**src/rtl/uart_pkg.sv**
```systemverilog
// uart_pkg: state encoding, parity modes and frame sizing shared by the UART transmitter and receiver.
package uart_pkg;
  typedef enum logic [2:0] {IDLE, ARM, START, DATA, PAR, STOP} uart_state_e;
  localparam int PAR_NONE = 0;
  localparam int PAR_EVEN = 1;
  localparam int PAR_ODD  = 2;
  function automatic int frame_len(input int data_bits, input int parity, input int stop_bits);
    return 1 + data_bits + int'(parity != PAR_NONE) + stop_bits;
  endfunction
endpackage

```
**src/rtl/uart_parity_gen.sv**
```systemverilog
// uart_parity_gen: XOR reduction of a data word, inverted for odd parity.
module uart_parity_gen #(
  parameter int W = 8
) (
  input  logic [W-1:0] data,
  input  logic         odd,
  output logic         par
);
  assign par = ^data ^ odd;
endmodule

```
**src/rtl/uart_tx.sv**
```systemverilog
// uart_tx: UART frame serializer, one bit per baud_tick, valid/ready word input, registered tx line.
module uart_tx
  import uart_pkg::*;
#(
  parameter int DATA_BITS = 8,
  parameter int PARITY    = 0,
  parameter int STOP_BITS = 1
) (
  input  logic                 clk_in,
  input  logic                 rst,
  input  logic                 baud_tick,
  input  logic [DATA_BITS-1:0] tx_data,
  input  logic                 tx_valid,
  output logic                 tx_ready,
  output logic                 tx,
  output logic                 busy
);
  localparam int CW = $clog2(DATA_BITS);
  localparam logic [CW-1:0] LAST = CW'(DATA_BITS - 1);
  localparam logic STOP_LAST = 1'(STOP_BITS - 1);
  if (DATA_BITS < 5 || DATA_BITS > 9 || PARITY < PAR_NONE || PARITY > PAR_ODD || STOP_BITS < 1 || STOP_BITS > 2) begin : g_bad_params
    $error("uart_tx: illegal DATA_BITS/PARITY/STOP_BITS");
  end
  uart_state_e state, state_nxt;
  logic [DATA_BITS-1:0] sh, sh_nxt;
  logic [CW-1:0] cnt, cnt_nxt;
  logic stp, stp_nxt, par_q, par_nxt, par_w, tx_nxt;
  uart_parity_gen #(.W(DATA_BITS)) u_par (
    .data(tx_data),
    .odd (PARITY == PAR_ODD),
    .par (par_w)
  );
  assign tx_ready = state == IDLE;
  assign busy = !tx_ready;
  always_ff @(posedge clk_in)
    if (rst) begin
      state <= IDLE;
      sh    <= '0;
      cnt   <= '0;
      stp   <= 1'b0;
      par_q <= 1'b0;
      tx    <= 1'b1;
    end else begin
      state <= state_nxt;
      sh    <= sh_nxt;
      cnt   <= cnt_nxt;
      stp   <= stp_nxt;
      par_q <= par_nxt;
      tx    <= tx_nxt;
    end
  // ARM absorbs the handshake-cycle tick so the start bit is always a full interval
  always_comb begin
    state_nxt = state;
    sh_nxt    = sh;
    cnt_nxt   = cnt;
    stp_nxt   = stp;
    par_nxt   = par_q;
    case (state)
      IDLE: if (tx_valid) begin
        state_nxt = ARM;
        sh_nxt    = tx_data;
        par_nxt   = par_w;
      end
      ARM: if (baud_tick) state_nxt = START;
      START: if (baud_tick) begin
        state_nxt = DATA;
        cnt_nxt   = '0;
      end
      DATA: if (baud_tick) begin
        sh_nxt = sh >> 1;
        if (cnt == LAST) begin
          state_nxt = (PARITY != PAR_NONE) ? PAR : STOP;
          stp_nxt   = 1'b0;
        end else cnt_nxt = cnt + 1'b1;
      end
      PAR: if (baud_tick) begin
        state_nxt = STOP;
        stp_nxt   = 1'b0;
      end
      STOP: if (baud_tick) begin
        if (stp == STOP_LAST) state_nxt = IDLE;
        else stp_nxt = 1'b1;
      end
      default: state_nxt = IDLE;
    endcase
    tx_nxt = state_nxt == START ? 1'b0 :
             state_nxt == DATA  ? sh_nxt[0] :
             state_nxt == PAR   ? par_nxt : 1'b1;
  end
endmodule

```
**config.mk**
```make
export PLATFORM = sky130hd
export DESIGN_NAME = uart_tx
export DESIGN_NICKNAME = d
export VERILOG_FILES = /design/src/rtl/uart_pkg.sv /design/src/rtl/uart_parity_gen.sv /design/src/rtl/uart_tx.sv
export SDC_FILE = /design/constraint.sdc
export NUM_CORES = 1
export LEC_CHECK = 0
export CAP_MARGIN = 40
export CORE_AREA = 2 2 49 51
export DETAILED_ROUTE_END_ITERATION = 7
export DIE_AREA = 0 0 51 53
export GPL_TIMING_DRIVEN = 0
export PLACE_DENSITY = 0.67
export SLEW_MARGIN = 20
export SYNTH_ARGS = -nofsm -noshare
export SYNTH_HDL_FRONTEND = slang
export SYNTH_SLANG_ARGS = --single-unit
```
**constraint.sdc**
```tcl
create_clock -name clk_in -period 2.25 [get_ports clk_in]
set_clock_uncertainty 0.2 [all_clocks]
set_input_delay 0.45 -clock clk_in [delete_from_list [all_inputs] [get_ports clk_in]]
set_output_delay 0.45 -clock clk_in [all_outputs]
set_load 0.1 [all_outputs]
```
==> metrics.csv, run 1 <==
metric;value;unit
Synthesized Nets;119;
Pre-antenna DRT Iters;4;
combinational fraction of design power;35.9;%
# IOs;15;
TritonCTS buffer count;3;
Synth top area share;33.77;%
DRC viols;0;
Pleak;0.4213;nW
DR vias/cell;5.300;
Mapped Cells;105;
htree depth;1;
final net count;138;
Post-DP HPWL;1417;µm
initial antenna violation count;0;
status;finished clean;
chip width;51;µm
Worst Hold Class;flip-flop to flip-flop;
NetSw;0.0002415;W
crit start category;flip-flop;
Port Buffers;13;
placed cells;149;
crit path time final;2107;ps
Initial Util;44.15;%
CTS max path bufs;2;
asr flop ratio synth;0;%
final wirelength;1851;µm
met3 WL post-DR;66;µm
top layer in use;met4;
CTS clock-pin slew for the worst setup and hold paths;90;ps
endpoints failing hold;0;
DR WL met2;855;µm
endpoints failing setup;0;
worst-path fanout max;10;
RSZ-0062 raised after global routing;no;
top_reg_cell synth;dfxtp_1;
EDFF count, synth;0;
core area;2148;µm²
DRT antenna net count;0;
Via Count;795;
area delta synth->final;24.41;%
Final Cycle Share;93.65;%
WHS;289.8;ps
die area;2703;µm²
largest net degree at the start of global routing;11;
clock sink count;16;
mapped cell area;948.4;µm²
die extent in y;53;µm
FMAX;474.6;MHz
Max transition margin;70.58;%
clock share of power;20.5;%
fillcell total;211;
1st-iter DRT viols;4;
row cnt;17;
TritonCTS clock tree;built;
switch share;33.31;%
Req. time, crit path;1600;ps
Avg Inst Size Synth;9.032;µm²
internal power;0.0004835;W
Worst Path Arrival;1460;ps
DR WL/cell;12.34;µm
Final Max Slew Viols;0;
Root Driver;clkbuf_4;
warnings from Yosys;0;
clk_lat worst skew;280;ps
Peak VDD IR;0.3814;mV
FF+latch count, synth;16;
post-synthesis cell type with the largest combined area;dfxtp_1;
met1 WL;913;µm
gr ovfl total;0;
Reg power frac;43.6;%
Setup crit end kind;primary output;
distinct cell type count after synthesis;39;
number of max-cap violations;0;
ant diodes;0;
power per standard cell area;614.5;nW/µm²
RD Place Congestion;0.7400;
Least-Margin Pin Slew;441.2;ps
share of cells above drive strength 1;18.03;%
synth top area cells;dfxtp_1, xnor2_1, nor2_1;
Seq/Total Area, Yosys;33.77;%
Crit Path Class;flip-flop to primary output;
first-pass GRT wire length;3201;µm
leading cell type in the layout, fill and taps excluded;dfxtp_1;
vias in the first global route;752;
final instance count without filler cells;150;
Post-CTS Setup Bufs;0;
most frequent cells in the layout;dfxtp_1, nor2_1, clkdlybuf4s50_1;
Overall Global Routing Usage;15.78;%
setup TNS;0;ps
[final cells by class]
type / count / area [µm²] / area share [%]
flip-flops and latches: 16 / 320.3 / 27.15
inverters: 7 / 30.03 / 2.545
well taps: 28 / 35.03 / 2.969
clock buffers: 3 / 22.52 / 1.909
repair buffers: 14 / 165.2 / 14.00
multi-input cells: 75 / 553.0 / 46.87
plain buffers: 7 / 53.80 / 4.560
[flip-flops by register name, indices dropped and copies added (netlist names)]
register and cells:
tx 1, state 3, sh 8, par_q 1, cnt 3
[routing by layer]
layer	vias up	GRT usage, %
li1	412	-
met1	366	20.34
met2	15	26.62
met3	2	2.542
met4	0	5.405
met5	-	0
[cells by family after synthesis]
group | count (synthesis) | share of synthesized area (%)
AOI/OAI and AO/OA | 28 | 24.80
adders and majority gates | 2 | 2.638
and+or+nand+nor | 37 | 22.82
buffers and inverters | 14 | 8.444
xor gates and xnor gates | 7 | 6.465
DFF | 16 | 33.77
muxes | 1 | 1.055
[Yosys cell counts (2+ instances only)]
cell type,number
buf_6,3
a22oi_1,3
nor2_1,15
a21oi_1,7
xnor2_1,7
dfxtp_1,16
clkbuf_1,2
nor3_1,7
inv_1,7
nor2b_1,2
ha_1,2
nand2_1,2
a211oi_1,6
[final timing paths]
path	startpoint	to	slack, ps	cells past startpoint
worst min register to register	sh[0]$_SDFF_PP0_	sh[0]$_SDFF_PP0_	290	2
worst max-delay path	state[1]$_SDFF_PP0_	tx_ready	140	4
worst min-delay path	sh[0]$_SDFF_PP0_	sh[0]$_SDFF_PP0_	290	2
worst max register to register	cnt[0]$_SDFFE_PP0P_	tx$_SDFF_PP1_	340	6
[through the flow]
step | cell area (µm²) | utilization [%] | total power, W | setup slack, ps
6_report | 1180 | 54.92 | 0.0007250 | 142.9
3_5_place_dp | 1167 | 54.34 | 0.0005857 | -51.80
5_1_grt | 1180 | 54.92 | 0.0007627 | 88.21
2_1_floorplan | 957.2 | - | 0.0005082 | 198.0
4_1_cts | 1180 | 54.92 | 0.0007283 | 134.2
3_3_place_gp | 1122 | 52.24 | 0.0005620 | -438.6
[critical path, stage by stage, from the launching register on]
cell	delay, ps
dfxtp_1	340
buf_6	150
or3_4	420
clkinvlp_4	100
buf_12	160
[what timing repair did]
item,in CTS,in global routing
hold buffers,0,0
endpoints found under the setup margin,2,0
resized for setup,2,0
[power by group through the flow]
stage | logic (W) | registers [W] | clock network [W]
floorplan | 0.000180 | 0.000329 | 0
global placement | 0.000239 | 0.000323 | 0
detailed placement | 0.000263 | 0.000323 | 0
CTS | 0.000262 | 0.000317 | 0.000150
global route | 0.000281 | 0.000319 | 0.000163
finish | 0.000260 | 0.000316 | 0.000148
(Power assumes the default switching activity.)
==> run 2: changes to the inputs <==
ABC_AREA = 1   (was default)
CORE_AREA = 2 2 47 49   (was 2 2 49 51)
DIE_AREA = 0 0 49 51   (was 0 0 51 53)
PLACE_DENSITY = 0.74   (was 0.67)
SETUP_SLACK_MARGIN = 0.1   (was default)
==> run 2 against run 1 <==
Global-route usage is 2.7 points higher. Wire length is 13% higher. Fmax is 7.7% higher. Critical path type unchanged. First-iteration DRC count grew to 3.8 times the previous value. Cell count is 32% higher. Combinational power is 82% higher. Cell area is 2.9% higher. Count of clock-buffer cells in the layout is 1 higher. Via count is 26% higher.
==> metrics.csv, run 2 <==
metric;value;unit
Least-Margin Pin Slew;463.1;ps
# IOs;15;
gr ovfl total;0;
Initial Util;47.30;%
Top Family by Delay on Critical Path;buffers and inverters;
FF+latch count, synth;16;
Port Buffers;13;
status;finished clean;
most frequent cells in the layout;nand2_1, inv_1, dfxtp_1;
largest net degree at the start of global routing;11;
RSZ-0062 raised after global routing;no;
ant diodes;0;
top post-synthesis cells by count;nand2_1, inv_1, dfxtp_1;
warnings from Yosys;0;
Synthesized Nets;166;
CTS max path bufs;2;
RD Place Congestion;0.8454;
Pre-antenna DRT Iters;4;
Pleak;0.6020;nW
Crit Path Class;flip-flop to primary output;
biggest cell delay along the critical path;500;ps
DRT antenna net count;0;
top flop regs;sh x8, cnt x3, state x3;
Final Max Slew Viols;0;
leading cell type in the layout, fill and taps excluded;nand2_1;
Post-DP HPWL;1669;µm
Max transition margin;69.13;%
Worst Hold Class;flip-flop to flip-flop;
Mapped Cells;152;
TritonCTS clock tree;built;
die area;2499;µm²
Avg Inst Size Synth;6.421;µm²
Final Cycle Share;86.97;%
number of max-cap violations;0;
share of cells above drive strength 1;11.76;%
die extent in y;51;µm
endpoints failing hold;0;
vias in the first global route;885;
FMAX;511.0;MHz
initial antenna violation count;0;
Place WS;205.8;ps
Peak VDD IR;0.4258;mV
Overall Global Routing Usage;18.53;%
Root Driver;clkbuf_4;
endpoints failing setup;0;
final wirelength;2099;µm
clock sink count;16;
post-synthesis cell type with the largest combined area;dfxtp_1;
CTS clock-pin slew for the worst setup and hold paths;90;ps
TritonCTS buffer count;3;
mapped cell area;975.9;µm²
EDFF count, synth;0;
worst-path fanout max;1;
Largest Register;sh;
power per standard cell area;820.7;nW/µm²
cell-by-cell trace of the critical path;clkdlybuf4s50_1 > buf_8;
area delta synth->final;24.36;%
Req. time, crit path;1600;ps
asr flop ratio synth;0;%
Via Count;1003;
CP max stage cell;clkdlybuf4s50_1;
first-pass GRT wire length;3546;µm
CP bufs+invs;2;
1st-iter DRT viols;15;
clk_lat worst skew;290;ps
Final WS setup;293.2;ps
final net count;185;
synth top area cells;dfxtp_1, nand2_1, inv_1;
max FFs per register;8;
DRC viols;0;
htree depth;1;
Setup crit end kind;primary output;
WHS;273.0;ps
top_reg_cell synth;dfxtp_1;
Seq/Total Area, Yosys;32.82;%
Worst Path Arrival;1310;ps
crit start category;flip-flop;
Synth top area share;32.82;%
distinct cell type count after synthesis;25;
DR vias/cell;5.066;
core area;2063;µm²
DR WL/cell;10.60;µm
chip width;49;µm
crit path time final;1957;ps
most common cell in the synthesized netlist;nand2_1;
row cnt;17;
[run 2: where the power goes]
| part | switching, W | total [W] | internal [W] |
|---|---|---|---|
| sequential | 0.0000178 | 0.000334 | 0.000316 |
| clock | 0.0000918 | 0.000190 | 0.0000986 |
| combinational | 0.000304 | 0.000472 | 0.000168 |
[run 2: stage by stage]
stage / setup TNS [ps] / utilization (%) / instance area, µm² / power (W) / std cells
2_1_floorplan: 0 / - / 975.9 / 0.0006652 / 152
3_3_place_gp: -285.7 / 55.31 / 1141 / 0.0007516 / 193
3_5_place_dp: 0 / 57.49 / 1186 / 0.0008203 / 196
4_1_cts: 0 / 58.82 / 1214 / 0.001002 / 198
5_1_grt: 0 / 58.82 / 1214 / 0.001056 / 198
6_report: 0 / 58.82 / 1214 / 0.0009961 / 198
[run 2: final timing paths]
path	slack [ps]	from	cells past startpoint	endpoint
max	290	tx$_SDFF_PP1_	2	tx
min	270	sh[5]$_SDFFE_PP0P_	2	sh[5]$_SDFFE_PP0P_
max reg2reg	620	cnt[0]$_SDFFE_PP0P_	9	tx$_SDFF_PP1_
min reg2reg	270	sh[5]$_SDFFE_PP0P_	2	sh[5]$_SDFFE_PP0P_
[run 2: layout make-up]
cell class              count  area, µm²
clock buffers               4      36.28
repair buffers             14      165.2
multi-input cells         110      544.3
plain buffers               3      20.02
flip-flops and latches     16      321.6
well taps                  28      35.03
inverters                  23      91.34
fillers                   215      849.6
[run 2: repair_timing]
| item | 4_1_cts | 5_1_grt |
|---|---|---|
| buffers inserted | 0 | 0 |
| endpoints found under the hold margin | 0 | 0 |
| gates resized for setup | 3 | 0 |
| hold buffers | 0 | 0 |
| endpoints found under the setup margin | 2 | 0 |
[run 2: logic make-up after synthesis]
family                   Yosys count  synth area share [%]
XOR/XNOR                           2                 1.795
AO/OA/AOI/OAI                     24                 14.74
adder cells (fa/ha/maj)            2                 2.564
flip-flops                        16                 32.82
AND/OR/NAND/NOR                   82                 36.67
buffers and inverters             26                 11.41
[run 2: worst min-delay path, cell delays in order (launching register included)]
cell and delay [ps]:
dfxtp_1 320, nand2_1 60, a21oi_1 50
[run 2: routing by layer]
layer  track usage, %  vias up  routed length, µm
met2            34.25       26               1067
met3            2.632        7                 76
met4            10.95        0                 60
li1                 -      517                  -
met1            20.22      453                895
met5                0        -                  0
